--- src/rtl/mouse_tracker.sv ---
// mouse_tracker: PS/2 mouse front end for the counter sandbox.
// Receives PS/2 frames, assembles 3-byte packets, accumulates X movement
// into an absolute 16-bit position and tracks the left button.
//
// Ports:
//   i_clock          system clock (only clock domain)
//   i_reset_         asynchronous active-high reset
//   i_ps2_clk        raw PS/2 clock (asynchronous)
//   i_ps2_data       raw PS/2 data  (asynchronous)
//   o_mouse_x        absolute X position
//   o_mouse_pressed_ left button, active-low (0 = held)
//   o_packet_valid   one-cycle pulse when a packet has been applied
//   o_frame_error    one-cycle pulse on parity, stop-bit or timeout error
//
// Build option: define MOUSE_TRACKER_CLAMP_EN to saturate X to 0..X_MAX;
// otherwise X wraps modulo 2^16.
module mouse_tracker #(
  parameter logic [15:0] X_MAX   = 16'd639,
  parameter logic [15:0] X_RESET = 16'd0,
  parameter int          TIMEOUT = 4096
) (
  input  logic        i_clock,
  input  logic        i_reset_,
  input  logic        i_ps2_clk,
  input  logic        i_ps2_data,
  output logic [15:0] o_mouse_x,
  output logic        o_mouse_pressed_,
  output logic        o_packet_valid,
  output logic        o_frame_error
);

  localparam int             CW          = $clog2(TIMEOUT + 1);
  localparam logic [CW-1:0]  TIMEOUT_CNT = CW'(TIMEOUT);

`ifdef MOUSE_TRACKER_CLAMP_EN
  localparam logic CLAMP_EN = 1'b1;
`else
  localparam logic CLAMP_EN = 1'b0;
`endif

  localparam logic [1:0] ST_IDLE   = 2'd0;
  localparam logic [1:0] ST_DATA   = 2'd1;
  localparam logic [1:0] ST_PARITY = 2'd2;
  localparam logic [1:0] ST_STOP   = 2'd3;

  // Odd parity over data + parity bit holds when the XOR of all nine is 1.
  function automatic logic odd_parity_ok(input logic [7:0] data, input logic par);
    return ^{data, par};
  endfunction

  logic          r_clk_s1, r_clk_s2, r_clk_s3;
  logic          r_dat_s1, r_dat_s2;
  logic [1:0]    r_state;
  logic [2:0]    r_bit_cnt;
  logic [7:0]    r_shift;
  logic          r_parity;
  logic [1:0]    r_byte_idx;
  logic          r_btn, r_sign, r_ovf;
  logic [7:0]    r_dx;
  logic [CW-1:0] r_idle_cnt;

  logic          w_fall;
  logic          w_bit;
  logic          w_timeout;
  logic [16:0]   w_delta;
  logic [16:0]   w_sum;
  logic [15:0]   w_next_x;

  // Two-flop synchronisers plus a third clock flop for falling-edge detection.
  always_ff @(posedge i_clock or posedge i_reset_) begin
    if (i_reset_) begin
      r_clk_s1 <= 1'b1;
      r_clk_s2 <= 1'b1;
      r_clk_s3 <= 1'b1;
      r_dat_s1 <= 1'b1;
      r_dat_s2 <= 1'b1;
    end else begin
      r_clk_s1 <= i_ps2_clk;
      r_clk_s2 <= r_clk_s1;
      r_clk_s3 <= r_clk_s2;
      r_dat_s1 <= i_ps2_data;
      r_dat_s2 <= r_dat_s1;
    end
  end

  assign w_fall    = r_clk_s3 & ~r_clk_s2;
  assign w_bit     = r_dat_s2;
  // A falling edge in the same cycle takes priority and reloads the counter.
  assign w_timeout = (r_state != ST_IDLE) && !w_fall && (r_idle_cnt == TIMEOUT_CNT);

  // Idle counter: reloads on each PS/2 clock fall, saturates at TIMEOUT.
  always_ff @(posedge i_clock or posedge i_reset_) begin
    if (i_reset_) begin
      r_idle_cnt <= {CW{1'b0}};
    end else if (w_fall) begin
      r_idle_cnt <= {CW{1'b0}};
    end else if (r_idle_cnt != TIMEOUT_CNT) begin
      r_idle_cnt <= r_idle_cnt + CW'(1);
    end else begin
      r_idle_cnt <= r_idle_cnt;
    end
  end

  // Next X: 9-bit signed delta sign-extended to 17 bits; bit 16 of the sum
  // marks a negative result when clamping is compiled in.
  always_comb begin
    w_delta  = {{8{r_sign}}, r_sign, r_dx};
    w_sum    = {1'b0, o_mouse_x} + w_delta;
    w_next_x = w_sum[15:0];
    if (CLAMP_EN && w_sum[16]) begin
      w_next_x = 16'd0;
    end else if (CLAMP_EN && (w_sum[15:0] > X_MAX)) begin
      w_next_x = X_MAX;
    end else begin
      w_next_x = w_sum[15:0];
    end
  end

  // Frame state machine, packet assembly and output registers.
  always_ff @(posedge i_clock or posedge i_reset_) begin
    if (i_reset_) begin
      r_state          <= ST_IDLE;
      r_bit_cnt        <= 3'd0;
      r_shift          <= 8'd0;
      r_parity         <= 1'b0;
      r_byte_idx       <= 2'd0;
      r_btn            <= 1'b0;
      r_sign           <= 1'b0;
      r_ovf            <= 1'b0;
      r_dx             <= 8'd0;
      o_mouse_x        <= X_RESET;
      o_mouse_pressed_ <= 1'b1;
      o_packet_valid   <= 1'b0;
      o_frame_error    <= 1'b0;
    end else begin
      o_packet_valid <= 1'b0;
      o_frame_error  <= 1'b0;
      if (w_timeout) begin
        r_state       <= ST_IDLE;
        r_byte_idx    <= 2'd0;
        o_frame_error <= 1'b1;
      end else if (w_fall) begin
        case (r_state)
          ST_IDLE: begin
            if (!w_bit) begin
              r_state   <= ST_DATA;
              r_bit_cnt <= 3'd0;
            end else begin
              r_state <= ST_IDLE;
            end
          end
          ST_DATA: begin
            r_shift   <= {w_bit, r_shift[7:1]};
            r_bit_cnt <= r_bit_cnt + 3'd1;
            if (r_bit_cnt == 3'd7) r_state <= ST_PARITY;
            else                   r_state <= ST_DATA;
          end
          ST_PARITY: begin
            r_parity <= w_bit;
            r_state  <= ST_STOP;
          end
          ST_STOP: begin
            r_state <= ST_IDLE;
            if (!w_bit || !odd_parity_ok(r_shift, r_parity)) begin
              o_frame_error <= 1'b1;
              r_byte_idx    <= 2'd0;
            end else begin
              case (r_byte_idx)
                2'd0: begin
                  // Sync bit clear: drop the byte and keep hunting for byte 0.
                  if (r_shift[3]) begin
                    r_btn      <= r_shift[0];
                    r_sign     <= r_shift[4];
                    r_ovf      <= r_shift[6];
                    r_byte_idx <= 2'd1;
                  end else begin
                    r_byte_idx <= 2'd0;
                  end
                end
                2'd1: begin
                  r_dx       <= r_shift;
                  r_byte_idx <= 2'd2;
                end
                2'd2: begin
                  o_mouse_pressed_ <= ~r_btn;
                  o_packet_valid   <= 1'b1;
                  r_byte_idx       <= 2'd0;
                  if (!r_ovf) o_mouse_x <= w_next_x;
                  else        o_mouse_x <= o_mouse_x;
                end
                default: r_byte_idx <= 2'd0;
              endcase
            end
          end
          default: r_state <= ST_IDLE;
        endcase
      end else begin
        r_state <= r_state;
      end
    end
  end

endmodule

--- config.mk ---
export PLATFORM = sky130hd
export DESIGN_NAME = mouse_tracker
export DESIGN_NICKNAME = d
export VERILOG_FILES = /design/src/rtl/mouse_tracker.sv
export SDC_FILE = /design/constraint.sdc
export NUM_CORES = 1
export LEC_CHECK = 0
export CAP_MARGIN = 20
export CORE_UTILIZATION = 50
export CTS_BUF_LIST = sky130_fd_sc_hd__clkbuf_8
export DETAILED_ROUTE_END_ITERATION = 10
export PLACE_DENSITY = 0.69
export SETUP_SLACK_MARGIN = 0.3
export SLEW_MARGIN = 20
export SYNTH_ARGS = -nofsm -noshare
export SYNTH_HDL_FRONTEND = slang
export SYNTH_SLANG_ARGS = --single-unit
--- constraint.sdc ---
create_clock -name i_clock -period 2.8 [get_ports i_clock]
set_input_delay 0.84 -clock i_clock [delete_from_list [all_inputs] [get_ports i_clock]]
set_output_delay 0.84 -clock i_clock [all_outputs]
set_load 0.05 [all_outputs]
Word-level counts from Yosys, hierarchy flattened
Index checks and enable logic that the tools add are counted.

Register bits: 64. Bits of input ports: 4. Output and inout port bits: 19. Word-level logic and storage cells: 83.

$add $sub $neg: 3. Equality and inequality tests: 9. Mux-type cells: 24. Bitwise logic cells: 6. Reduce and logical (&&, ||, !) cells: 22.

Operators by type and width (count): two-way mux 13 bit (2); adder 16 bit (1); two-way mux 2 bit (7); adder 13 x 1 -> 13 bit (second input constant) (1); equality test 13 bit (second input constant) (1); inequality test 13 bit (second input constant) (1); AND reduction 6 bit (2); two-way mux 1 bit (11); AND reduction 5 bit (2); nonzero test 2 bit (5); parity 9 bit (1); one-hot mux 2 bit (4 select lines) (1); equality test 2 bit (second input constant) (3); one-hot mux 3 bit (2 select lines) (1); AND reduction 3 bit (2); inverter 1 bit (5); equality test 2 x 1 -> 1 bit (second input constant) (2); zero test 2 bit (2); one-hot mux 2 bit (2 select lines) (1); AND reduction 4 bit (1); adder 3 x 1 -> 3 bit (second input constant) (1); equality test 3 bit (second input constant) (1); zero test 1 bit (3); two-way mux 3 bit (1); 5 further kinds (6).

Depth between registers and ports, before layout
Word-level depth: 7. Depth in mapped cells: 8. Gate-level depth less buffers: 8.

Worst setup path before layout
No wires, ideal clock.

Path kind: flip-flop to flip-flop. From: reg o_mouse_x[0]. To: reg o_mouse_x[10]. Library setup time: 0.125 ns. Arrival time: 2.301 ns. Setup slack: 0.374 ns. Stages on the path, launching flop included: 9. Clock period less this slack: 2.426 ns. Cells stage by stage: dfrtp_1 > ha_1 > fa_1 > a21oi_1 > o211ai_1 > a31oi_1 > nor2_1 > xor2_1 > mux2_2.

Longest elaborated chain between the ends: 1.

RTL lines: start, declared (line 26) `output logic [15:0] o_mouse_x,`; start signal, assigned (line 188) `if (!r_ovf) o_mouse_x <= w_next_x;`; start signal, assigned (line 189) `else o_mouse_x <= o_mouse_x;`; adder 16 bit (line 108) `w_sum = {1'b0, o_mouse_x} + w_delta;`.

Every way passes these cells. A chain may end at the register's enable or synchronous reset.

Final worst setup path
From: reg o_mouse_x[1]. To: out o_mouse_x[1].

No word-level cell between the ends.

==> flow_summary.json <==
{
  "slowest_stage": "clkdlybuf4s50_1",
  "synthTopCellsByArea": "dfrtp_1 (43%), ha_1 (7.0%), mux2_2 (7.0%)",
  "finalCritPeriodShare_pct": 85.98,
  "start_util_pct": 52.60,
  "max-slew-margin-rel_pct": 58.10,
  "synthMuxAreaShare_pct": 9.171,
  "cts_tree": "yes",
  "placed_area_um2": 3719,
  "clock-sinks": 64,
  "switching_power_mw": 0.6567,
  "fin_skew_ns": 0.009910,
  "firstDrtPassIters": 7,
  "fin_ws_ns": 0.3925,
  "setup_viol": 0,
  "pre_cts_ws_ns": 0.4744,
  "fin_nets": 366,
  "die_w_um": 84.43,
  "port_buffers": 22,
  "violations": "DRC",
  "yosys.area_share.adder_pct": 7.587,
  "synth_xor_area_share_pct": 7.403,
  "crit_chain": "clkdlybuf4s50_1",
  "crit_arrival_ns": 1.57,
  "antenna_found_initial": 0,
  "synth_top_area_cell": "dfrtp_1",
  "synth_top_family_by_area": "simple AND/OR/NAND/NOR gates",
  "vias": 2410,
  "crit_type": "flip-flop to output pin",
  "r2r_slack_ns": 0.47,
  "tightest_slew_ns": 0.6232,
  "vdd_drop_max_uv": 414.2,
  "syn_area_per_cell_um2": 10.85,
  "grt_max_degree": 33,
  "wl_per_cell_um": 14.38,
  "slowest_delay_ns": 0.82,
  "grt_pass1_wl_um": 10890,
  "ys_types": 49,
  "antenna_left": 0,
  "synthSimpleGateAreaFrac_pct": 13.19,
  "critPathLaunchType": "flip-flop",
  "drcViolationCount": 4,
  "critPathMaxFanout": 4,
  "grt_pass1_vias": 2365,
  "die_y_um": 84.43,
  "layout-drive-gt1-share_pct": 17.29,
  "cts.path.max_buffers": 2,
  "sw_frac_of_total_pct": 28.06,
  "synth_area_um2": 3397,
  "routed_wl_um": 6096,
  "core.rowCount": 29,
  "synth_flop_cell": "dfrtp_1",
  "htree_num_levels": 3,
  "gp_congestion": 0.8291,
  "grt_usage_pct": 19.32,
  "synthCells": 313,
  "synth-seq-area-share_pct": 47.37,
  "status": "finished, violations left",
  "dp_hpwl_um": 4365,
  "cap_viol_max_count": 0,
  "n_fill_cell": 551,
  "cp_num_buf_inv": 1,
  "synthesis.nets": 337,
  "p_per_area_nw_per_um2": 596.8,
  "async_flop_share_pct": 100.0,
  "hold_violations": 0,
  "comb_power_share_pct": 18.6,
  "synth_edf_count": 0,
  "syn_to_final_growth_pct": 15.43,
  "overflow": 0,
  "path_depth": 1,
  "dieArea_um2": 7128,
  "synth_top_area_share_pct": 42.73,
  "finalInstanceArea_um2": 3921,
  "viasPerCell": 5.684,
  "boundaryPins": 23,
  "r2r_cells": 8,
  "end_kind": "output pin",
  "fin_crit_ns": 2.408,
  "cts_inserted_buffers": 9,
  "drv_slew": 0,
  "path_clk_slew_ns": 0.07,
  "cp.required_ns": 1.96,
  "clk_latency_ns": 0.33,
  "drt_iter0_markers": 108,
  "clock-root-buffer": "clkbuf_8",
  "clock.fmax_mhz": 415.4,
  "pwr-share-clk_pct": 33.7,
  "path_delay_family": "buffers and inverters",
  "ys_warn_count": 0,
  "antennaDiodeCount": 0,
  "hold_path.class": "flip-flop to flip-flop",
  "synth-compound-area-share_pct": 13.08,
  "p_leak_nw": 1.891,
  "hold_depth": 0,
  "pwr-share-seq_pct": 47.7,
  "rsz0062_at_grt": "yes",
  "core-area_um2": 6459,
  "p_int_mw": 1.683,
  "yosys_register_bits": 64,
  "tns_ns": 0
}
## placed cells by master (no fill, tap or decap), types with 4 or more instances in the layout
cell type / synthesis / layout
a21oi_1: 19 / 19
inv_1: 10 / 10
xor2_1: 15 / 15
nand3_1: 8 / 8
xnor2_1: 11 / 11
ha_1: 19 / 19
nor3_1: 5 / 5
o21ai_0: 24 / 24
nor2b_1: 4 / 4
nand2_1: 27 / 27
nand4_1: 4 / 4
o31ai_1: 7 / 7
clkdlybuf4s50_1: 0 / 21
dfrtp_1: 58 / 58
mux2_2: 21 / 21
nor2_1: 18 / 18
dfstp_2: 6 / 6
clkbuf_8: 0 / 10
## metal layers
layer / vias to the layer above / GRT usage (%) / share of wire [%]
li1: 1186 / - / -
met1: 1182 / 27.30 / 50
met2: 34 / 29.58 / 46
met3: 8 / 3.343 / 3.1
met4: 0 / 8.320 / 1.0
met5: - / 0 / 0
## registers in the layout, summed over array words and instances, names as in the netlist, 2 cells and up
signal      flops
r_idle_cnt     13
r_shift         8
r_byte_idx      2
r_dx            8
r_bit_cnt       3
r_state         2
o_mouse_x      16
## Yosys cell counts (all sizes together), types with 2 or more instances
| cell type | number |
|---|---|
| mux2i | 3 |
| clkbuf | 6 |
| a21o | 4 |
| xor2 | 15 |
| buf | 2 |
| and4 | 2 |
| a211oi | 2 |
| nor2 | 18 |
| o21bai | 2 |
| nor3 | 5 |
| a21oi | 19 |
| a22o | 2 |
| nand4 | 5 |
| or3 | 3 |
| o21a | 3 |
| xnor2 | 11 |
| and3 | 3 |
| o31ai | 7 |
| nand2b | 2 |
| dfrtp | 58 |
| nand2 | 27 |
| nand3b | 2 |
| nand3 | 8 |
| nor4 | 2 |
| ha | 19 |
| o21ai | 24 |
| o211ai | 2 |
| dfstp | 6 |
| mux2 | 24 |
| inv | 10 |
| nor2b | 4 |
## repair_timing
action | in CTS | in global routing
endpoints found under the hold margin | 0 | 0
resized for setup | 1 | 1
endpoints found under the setup margin | 1 | 2
buffers inserted | 0 | 0
hold buffers | 0 | 0
## area by class of cell
| cell class | instances | area (um^2) | share of cell area, % |
|---|---|---|---|
| Clock buffer | 10 | 137.6 | 3.510 |
| Sequential cell | 64 | 1609 | 41.03 |
| Clock inverter | 6 | 60.06 | 1.532 |
| Inverter | 10 | 37.54 | 0.9572 |
| Multi-Input combinational cell | 231 | 1719 | 43.84 |
| Timing Repair Buffer | 26 | 261.5 | 6.669 |
| Tap cell | 77 | 96.34 | 2.457 |
## stage by stage
stage,power (mW),utilization (%),hold WS (ns),std cells
global route,2.477,60.71,0.3635,424
detailed placement,1.573,57.57,0.3476,408
floorplan,1.484,-,0.3452,313
finish,2.340,60.71,0.3554,424
CTS,2.369,60.62,0.3574,424
global placement,1.560,57.57,0.3461,408
## kinds of logic (layout without fill, tap and decap cells)
| group | after synthesis | after routing |
|---|---|---|
| AND/OR/NAND/NOR | 85 | 85 |
| AO/OA/AOI/OAI | 72 | 72 |
| flip-flops | 64 | 64 |
| adder cells (fa/ha/maj) | 20 | 20 |
| XOR/XNOR | 27 | 27 |
| buffers and inverters | 18 | 52 |
| multiplexers | 27 | 27 |
## power by group through the flow
| stage | clock network (mW) | logic [mW] | registers [mW] |
|---|---|---|---|
| after detailed placement | 0 | 0.441 | 1.13 |
| after CTS | 0.813 | 0.441 | 1.12 |
| after global placement | 0 | 0.427 | 1.13 |
| after global routing | 0.854 | 0.489 | 1.13 |
| final | 0.789 | 0.435 | 1.12 |
| after floorplan | 0 | 0.381 | 1.10 |
## final timing paths
path                              start             to
max                        o_mouse_x[1]   o_mouse_x[1]
min                            r_dat_s1       r_dat_s2
max reg2reg                o_mouse_x[0]  o_mouse_x[10]
min reg2reg                    r_dat_s1       r_dat_s2
max in group asynchronous      i_reset_       r_dat_s1
min in group asynchronous      i_reset_  r_idle_cnt[6]
Note: power is estimated with default switching activity, not from simulation.
